<file path="config.mk">
export PLATFORM = sky130hd
export DESIGN_NAME = distance_zone_filter
export DESIGN_NICKNAME = d
export VERILOG_FILES = /design/src/rtl/distance_zone_filter.sv
export SDC_FILE = /design/constraint.sdc
export NUM_CORES = 1
export LEC_CHECK = 0
export CAP_MARGIN = 20
export CELL_PAD_IN_SITES_DETAIL_PLACEMENT = 0
export CELL_PAD_IN_SITES_GLOBAL_PLACEMENT = 2
export CORE_MARGIN = 3
export CORE_UTILIZATION = 33
export CTS_BUF_LIST = sky130_fd_sc_hd__clkbuf_2 sky130_fd_sc_hd__clkbuf_4 sky130_fd_sc_hd__clkbuf_8
export DETAILED_ROUTE_END_ITERATION = 10
export PLACE_DENSITY_LB_ADDON = 0.1
export SLEW_MARGIN = 30
export SYNTH_ARGS = -nofsm -noshare
export SYNTH_HDL_FRONTEND = slang
export SYNTH_SLANG_ARGS = --single-unit
</file>
<file path="constraint.sdc">
create_clock -name clk -period 4.61 [get_ports clk]
set_input_delay 1.1525 -clock clk [delete_from_list [all_inputs] [get_ports clk]]
set_output_delay 1.1525 -clock clk [all_outputs]
set_load 0.02 [all_outputs]
</file>
<file path="src/rtl/distance_zone_filter.sv">
// distance_zone_filter
// Turns raw ultrasonic echo durations (in clk cycles) into a debounced
// distance zone: NONE / CLOSE / IN_RANGE / FAR. Thresholds carry hysteresis
// relative to the committed zone, a zone is committed only after CONFIRM
// consecutive agreeing samples, and the zone falls back to NONE when no echo
// arrives for STALE_CYCLES cycles. All outputs are registered.
module distance_zone_filter #(
  parameter int DUR_W        = 32,
  parameter int MIN_DUR      = 2900,
  parameter int MAX_DUR      = 14500,
  parameter int HYST         = 290,
  parameter int CONFIRM      = 3,
  parameter int STALE_CYCLES = 3000000
) (
  input  logic             clk,
  input  logic             rst,
  input  logic [DUR_W-1:0] echo_duration_i,
  input  logic             echo_valid_i,
  output logic [1:0]       zone_o,
  output logic             present_o,
  output logic             zone_change_o
);

  localparam logic [1:0] ZONE_NONE  = 2'd0;
  localparam logic [1:0] ZONE_CLOSE = 2'd1;
  localparam logic [1:0] ZONE_IN    = 2'd2;
  localparam logic [1:0] ZONE_FAR   = 2'd3;

  localparam int CW = $clog2(CONFIRM + 1);
  localparam int TW = $clog2(STALE_CYCLES + 1);

  // Thresholds are held one bit wider than the duration so that MAX_DUR+HYST
  // can never wrap around and swallow large durations.
  localparam logic [DUR_W:0] MIN_L  = (DUR_W+1)'(MIN_DUR);
  localparam logic [DUR_W:0] MAX_L  = (DUR_W+1)'(MAX_DUR);
  localparam logic [DUR_W:0] HYS_L  = (DUR_W+1)'(HYST);
  localparam logic [DUR_W:0] MIN_LO = MIN_L - HYS_L;
  localparam logic [DUR_W:0] MIN_HI = MIN_L + HYS_L;
  localparam logic [DUR_W:0] MAX_LO = MAX_L - HYS_L;
  localparam logic [DUR_W:0] MAX_HI = MAX_L + HYS_L;

  localparam logic [CW-1:0] CONFIRM_C  = CW'(CONFIRM);
  localparam logic [CW-1:0] CNT_ONE    = CW'(1);
  localparam logic [TW-1:0] STALE_C    = TW'(STALE_CYCLES);
  localparam logic [TW-1:0] STALE_LAST = TW'(STALE_CYCLES - 1);

  logic [1:0]    zone_q, zone_d;
  logic [1:0]    cand_q, cand_d;
  logic [CW-1:0] cnt_q, cnt_d;
  logic [TW-1:0] timer_q, timer_d;
  logic          present_q, present_d;
  logic          change_q, change_d;

  logic [DUR_W:0] d_ext;
  logic [1:0]     raw_cls;
  logic [1:0]     cls;

  assign d_ext = {1'b0, echo_duration_i};

  // Classify the incoming duration, widening the band around the committed zone.
  always_comb begin
    // NOTE: every variable driven here gets a default first, so no path
    // through the block can leave it unassigned and infer a latch.
    raw_cls = ZONE_IN;
    cls     = ZONE_IN;
    if (d_ext < MIN_L)      raw_cls = ZONE_CLOSE;
    else if (d_ext > MAX_L) raw_cls = ZONE_FAR;

    case (zone_q)
      ZONE_IN: begin
        if (d_ext < MIN_LO)      cls = ZONE_CLOSE;
        else if (d_ext > MAX_HI) cls = ZONE_FAR;
        else                     cls = ZONE_IN;
      end
      ZONE_CLOSE: cls = (d_ext < MIN_HI) ? ZONE_CLOSE : raw_cls;
      ZONE_FAR:   cls = (d_ext > MAX_LO) ? ZONE_FAR : raw_cls;
      default:    cls = raw_cls;
    endcase
  end

  // Debounce new samples and run the staleness timer; a strobe beats expiry.
  always_comb begin
    zone_d   = zone_q;
    cand_d   = cand_q;
    cnt_d    = cnt_q;
    timer_d  = timer_q;
    change_d = 1'b0;

    if (echo_valid_i) begin
      timer_d = '0;
      if (cls == cand_q) begin
        if (cnt_q != CONFIRM_C) cnt_d = cnt_q + 1'b1;
      end else begin
        cand_d = cls;
        cnt_d  = CNT_ONE;
      end
      if ((cnt_d == CONFIRM_C) && (cand_d != zone_q)) begin
        zone_d   = cand_d;
        change_d = 1'b1;
      end
    end else begin
      if (timer_q != STALE_C) timer_d = timer_q + 1'b1;
      if (timer_q == STALE_LAST) begin
        zone_d   = ZONE_NONE;
        cand_d   = ZONE_NONE;
        cnt_d    = '0;
        change_d = (zone_q != ZONE_NONE);
      end
    end

    present_d = (zone_d == ZONE_IN);
  end

  // State and output registers; reset wins over any sample arriving with it.
  always_ff @(posedge clk) begin
    // NOTE: sequential state uses non-blocking assignments so every register
    // samples the pre-edge values regardless of statement order.
    if (rst) begin
      zone_q    <= ZONE_NONE;
      cand_q    <= ZONE_NONE;
      cnt_q     <= '0;
      timer_q   <= '0;
      present_q <= 1'b0;
      change_q  <= 1'b0;
    end else begin
      zone_q    <= zone_d;
      cand_q    <= cand_d;
      cnt_q     <= cnt_d;
      timer_q   <= timer_d;
      present_q <= present_d;
      change_q  <= change_d;
    end
  end

  assign zone_o        = zone_q;
  assign present_o     = present_q;
  assign zone_change_o = change_q;

endmodule
</file>
==> results of run 1 <==
==> through the flow <==
stage               std cells  cell area (sq um)  utilization (%)  hold slack [ps]
floorplan                 252               1990                -              462
global placement          356               2450             43.1              487
detailed placement        356               2450             43.1              486
CTS                       363               2560             45.1              495
global route              363               2560             45.1              515
finish                    363               2560             45.1              496
==> state kept, by name, summed over array words and instances, names as in the netlist <==
signal	cells
present_o	1
zone_o	2
timer_q	22
cnt_q	2
cand_q	2
zone_change_o	1
==> cell usage in the layout (no fill, tap or decap), types with 3 or more instances in the layout <==
cell type        count
a2111oi_0            3
a211oi_1             3
a21oi_1             15
and3_1               8
clkbuf_8             6
clkdlybuf4s50_1     38
dfxtp_1             30
inv_1                8
nand2_1             17
nand3_1             12
nand4_1              8
nand4b_1             4
nor2_1              31
nor2b_1              3
nor3_1               5
nor4_1               8
o211a_1              4
o211ai_1             3
o21ai_0             11
or3_1               10
or4_1                3
xnor2_1              5
xor2_1              12
==> routing by layer <==
layer,track usage (%),vias up,wire length (microns)
met5,0,-,0
met2,25.6,27,2560
li1,-,1024,-
met3,3.75,4,157
met4,4.24,0,48
met1,19.1,924,2370
==> tightest hold or removal path: cells and delay by family (launching register included) <==
kind           cells  cell delay (ps)
flip-flops         1              320
AO/OA/AOI/OAI      2              130
==> worst paths after layout <==
kind | startpoint | endpoint | slack [ps] | cells after the start
max | echo_duration_i[3] | present_o | 880 | 9
min | timer_q[18] | timer_q[18] | 500 | 2
max reg2reg | timer_q[12] | present_o | 2090 | 6
min reg2reg | timer_q[18] | timer_q[18] | 500 | 2
==> cells in the mapped netlist, drive strengths merged (7+ instances only) <==
cell type	count	area share (%)
nor2	31	5.8
dfxtp	30	30
nand2	17	3.2
a21oi	15	3.8
nand3	12	3.0
xor2	12	5.3
o21ai	11	2.8
or3	10	3.1
and3	8	2.5
inv	8	1.5
nand4	8	2.5
nor4	8	2.5
clkbuf	7	1.3
==> kinds of logic (layout without fill, tap and decap cells) <==
family,count (synthesis),after routing
compound gates,58,58
fa+ha+maj,2,2
buf+inv,16,55
mux,2,2
simple gates,127,127
xor+xnor,17,17
flops,30,30
==> power breakdown <==
group | total [mW] | switching (mW) | leakage, nW | internal [mW]
combinational | 0.0728 | 0.0337 | 0.543 | 0.0391
clock | 0.266 | 0.0931 | 0.0573 | 0.173
sequential | 0.265 | 0.00302 | 0.243 | 0.262
==> final cells by class <==
class | instances | area [sq um]
clock buffer | 6 | 82.6
clock inverter | 1 | 30.0
timing repair buffer | 40 | 395
sequential | 30 | 601
inverter | 8 | 30.0
fill | 614 | 3110
multi-input combinational | 206 | 1330
tap | 72 | 90.1
==> flow_summary_export.csv, run 1 <==
group,metric,value,unit
yosys,syn-cell-area,1990,sq um
timing,fin_ws,877,ps
yosys,synth_nets,289,
grt,grt_max_degree,23,
cts,postCtsHoldBufs,0,
setup_path,required,4810,ps
pwr,fin_total_pwr,0.604,mW
grt,antenna_found_initial,0,
yosys,synthArstFlopShare,0,%
pwr,power_leakage,0.843,nW
yosys,ys.flop_type,"dfxtp_1",
timing,finalHoldViolations,0,
timing,post-route-min-period,3730,ps
timing,slew_headroom,50.1,%
setup_path,cpMaxStageDelayCell,"or4_1",
setup_path,arrival,3930,ps
setup_path,cp_num_buf_inv,1,
finish,final_nets,328,
die,initial_core_util,35.1,%
die,core.rowCount,27,
finish,area_growth,28.4,%
timing,rsz0062_at_grt,"no",
grt,first_global_vias,1880,
grt,gr-total-overflow,0,
hold_path,hold_class,"register to register",
yosys,postSynthAreaPerCell,7.91,sq um
route,drc,0,
route,drtIter0Drc,63,
grt,gr-usage-all-layers,15.1,%
run,max_cap_violations,0,
route,drtAntennaViolNets,0,
die,dieHeight,83.7,microns
setup_path,worst_path_dominant_cell_family,"simple AND/OR/NAND/NOR gates",
setup_path,cp-end-kind,"register",
place,place.gp.congestion,0.816,
cts,htreeDepth,2,
route,routed_wl,5.13,mm
place,hpwl,4.00,mm
die,ios,39,
route,first_pass_iters,4,
route,via_per_inst,5.45,
setup_path,start_kind,"primary input",
grt,grt_pass1_wl,8.83,mm
yosys,ys_types,55,
timing,min_period_over_period,81.0,%
timing,setup_viol,0,
yosys,ys_ff_latch,30,
pwr,ir_drop,0.147,mV
finish,diodes,0,
cts,cts_resized,0,
route,num_vias,1979,
timing,skew,12.5,ps
setup_path,critPathMaxStageDelay,520,ps
cts,cts_made_buffers,5,
cts,clock-sinks,30,
die,coreArea,5680,sq um
pwr,cellPowerDensity,236,nW/um^2
yosys,yosysSeqAreaShare,30.1,%
setup_path,crit_chain,"clkdlybuf4s50_1 -> or2_2 -> or4_1 -> nor4b_2 -> o2111a_1 -> a211oi_4 -> o2bb2ai_2 -> a311o_1 -> a211oi_2",
timing,maxSlewViolCount,0,
timing,finalSetupTns,0,ps
setup_path,crit_path_max_fanout,7,
yosys,ys_warn_count,0,
die,die_w,83.7,microns
yosys,synth-simple-area-share,35.3,%
cts,clock_latency,280,ps
cts,clk_pin_slew_worst_paths,70,ps
yosys,synth-adder-area-share,1.25,%
cts,root_buffer,"clkbuf_8",
route,wire_per_inst,14.1,microns
yosys,synth_top_family_by_area,"simple AND/OR/NAND/NOR gates",
timing,fmax,0.268,GHz
yosys,synth-xor-area-share,7.47,%
yosys,netlist_instances,252,
yosys,synth-compound-area-share,21.8,%
cts,clk_path_buf_depth,2,
run_status,status,"complete, no violations",
cts,cts_setup_buffers,0,
setup_path,crit_type,"primary input to register",
yosys,synth_enable_flop_cells,0,
finish,drive_above_1_share,6.53,%
yosys,synthMuxAreaShare,1.00,%
place,io_buffer_count,38,
timing,tightest_slew,749,ps
die,die-area,7010,sq um
cts,cts_tree,"yes",
place,place_ws,587,ps
Note: power is estimated with default switching activity, not from simulation.
==> inputs of run 2 (changes only) <==
--- a/config.mk
+++ b/config.mk
@@ -9,7 +9,7 @@
 export CELL_PAD_IN_SITES_DETAIL_PLACEMENT = 0
 export CELL_PAD_IN_SITES_GLOBAL_PLACEMENT = 2
 export CORE_MARGIN = 3
-export CORE_UTILIZATION = 33
+export CORE_UTILIZATION = 31
 export CTS_BUF_LIST = sky130_fd_sc_hd__clkbuf_2 sky130_fd_sc_hd__clkbuf_4 sky130_fd_sc_hd__clkbuf_8
 export DETAILED_ROUTE_END_ITERATION = 10
 export PLACE_DENSITY_LB_ADDON = 0.1
==> constraint.sdc (replaced) <==
create_clock -name clk -period 3.9 [get_ports clk]
set_input_delay 0.975 -clock clk [delete_from_list [all_inputs] [get_ports clk]]
set_output_delay 0.975 -clock clk [all_outputs]
set_load 0.02 [all_outputs]
==> flow_summary_export.csv, run 2 (synthesis results as in run 1) <==
group,metric,value,unit
grt,antenna_found_initial,0,
die,initial_core_util,32.9,%
setup_path,cpMaxStageDelayCell,"or4_1",
setup_path,cp-end-kind,"register",
setup_path,ff2ff_path_depth,6,
run_status,status,"complete, no violations",
finish,final_design_area_no_fill,2590,sq um
route,drc,0,
grt,first_global_vias,1958,
place,io_buffer_count,38,
hold_path,hold_class,"register to register",
grt,gr-usage-all-layers,14.9,%
place,detailed_place.area,2510,sq um
cts,cts_made_buffers,5,
finish,largest_reg_flops,22,
cts,cts_setup_buffers,0,
cts,postCtsHoldBufs,0,
place,hpwl,4.15,mm
finish,largest-register,"timer_q",
timing,min_period_over_period,91.2,%
pwr,power_leakage,0.868,nW
timing,skew,6.32,ps
die,dieHeight,86.2,microns
route,first_pass_iters,4,
die,core.rowCount,28,
timing,finalHoldViolations,0,
cts,clk_pin_slew_worst_paths,60,ps
route,drtIter0Drc,65,
cts,clk_path_buf_depth,2,
timing,setup_viol,0,
route,via_per_inst,5.37,
die,die_w,86.2,microns
finish,most-common-layout-cells,"38 x clkdlybuf4s50_1, 31 x nor2_1, 30 x dfxtp_1, 17 x nand2_1, 15 x a21oi_1",
setup_path,path_depth,9,
timing,slew_headroom,46.5,%
finish,diodes,0,
cts,clock-sinks,30,
finish,final_common_cell,"clkdlybuf4s50_1",
pwr,cellPowerDensity,245,nW/um^2
run,max_cap_violations,0,
die,coreArea,6060,sq um
route,wire_per_inst,13.9,microns
timing,hold-worst-slack,495,ps
place,place.gp.congestion,0.862,
grt,grt_max_degree,12,
grt,grt_pass1_wl,8.93,mm
route,drtAntennaViolNets,0,
setup_path,crit_chain,"clkdlybuf4s50_1 -> or2_2 -> or4_1 -> nor4b_2 -> o2111a_1 -> a211oi_4 -> o2bb2ai_2 -> a311o_1 -> a211oi_2",
finish,area_growth,29.9,%
cts,cts_resized,0,
setup_path,crit_path_max_fanout,7,
timing,rsz0062_at_grt,"no",
setup_path,crit_type,"primary input to register",
cts,htreeDepth,2,
setup_path,required,4090,ps
grt,gr-total-overflow,0,
setup_path,worst_path_dominant_cell_family,"simple AND/OR/NAND/NOR gates",
timing,maxSlewViolCount,0,
cts,clock_latency,270,ps
route,num_vias,2009,
setup_path,arrival,3750,ps
die,die-area,7430,sq um
setup_path,critPathMaxStageDelay,520,ps
setup_path,start_kind,"primary input",
timing,fmax,0.281,GHz
hold_path,holdPathStages,2,
finish,final_nets,336,
route,routed_wl,5.21,mm
cts,cts_tree,"yes",
pwr,ir_drop,0.150,mV
cts,root_buffer,"clkbuf_8",
timing,finalSetupTns,0,ps
setup_path,cp_num_buf_inv,1,
finish,drive_above_1_share,9.03,%
die,ios,39,
timing,tightest_slew,802,ps
timing,post-route-min-period,3560,ps
run 2: changes by cell type in the layout (fill, tap and decap cells not counted):
cell	change
buf_4	+8
clkinv_2	+2
bufinv_16	-1
clkbuf_8	-1
run 2: final cells by class:
cell class | count | area (sq um)
repair buffers | 48 | 455
fillers | 633 | 3470
multi-input cells | 206 | 1330
well taps | 75 | 93.8
flip-flops and latches | 30 | 601
inverters | 8 | 30.0
clock inverters | 2 | 10.0
clock buffers | 5 | 68.8
run 2: path summary, 6_finish.rpt:
path / end / start / slack [ps]
setup / recovery: present_o / echo_duration_i[3] / 340
hold / removal: timer_q[11] / timer_q[11] / 490
setup reg to reg: present_o / timer_q[11] / 1250
hold reg to reg: timer_q[11] / timer_q[11] / 490
run 2: metal layers:
metal / track usage [%] / share of wire (%) / routed length, microns
met1: 18.5 / 46 / 2390
met2: 25.8 / 51 / 2640
met3: 3.52 / 2.6 / 134
met4: 4.11 / 0.81 / 42
met5: 0 / 0 / 0
run 2: metrics by stage:
stage	std cells	setup WS (ps)	utilization (%)	power, mW
2_1_floorplan	252	668	-	0.355
3_3_place_gp	367	39.8	41.5	0.413
3_5_place_dp	367	54.7	41.5	0.412
4_1_cts	374	339	42.8	0.648
5_1_grt	374	62.0	42.8	0.669
6_report	374	343	42.8	0.634
run 2: power breakdown:
group / switching, mW / internal [mW] / total [mW]
combinational: 0.0413 / 0.0501 / 0.0915
sequential: 0.00360 / 0.310 / 0.313
clock: 0.110 / 0.119 / 0.229
total: 0.155 / 0.479 / 0.634
run 2: worst min-delay path: stages, from the launching register on:
cell and delay (ps):
dfxtp_1 320, o21ai_0 70, a21oi_1 60
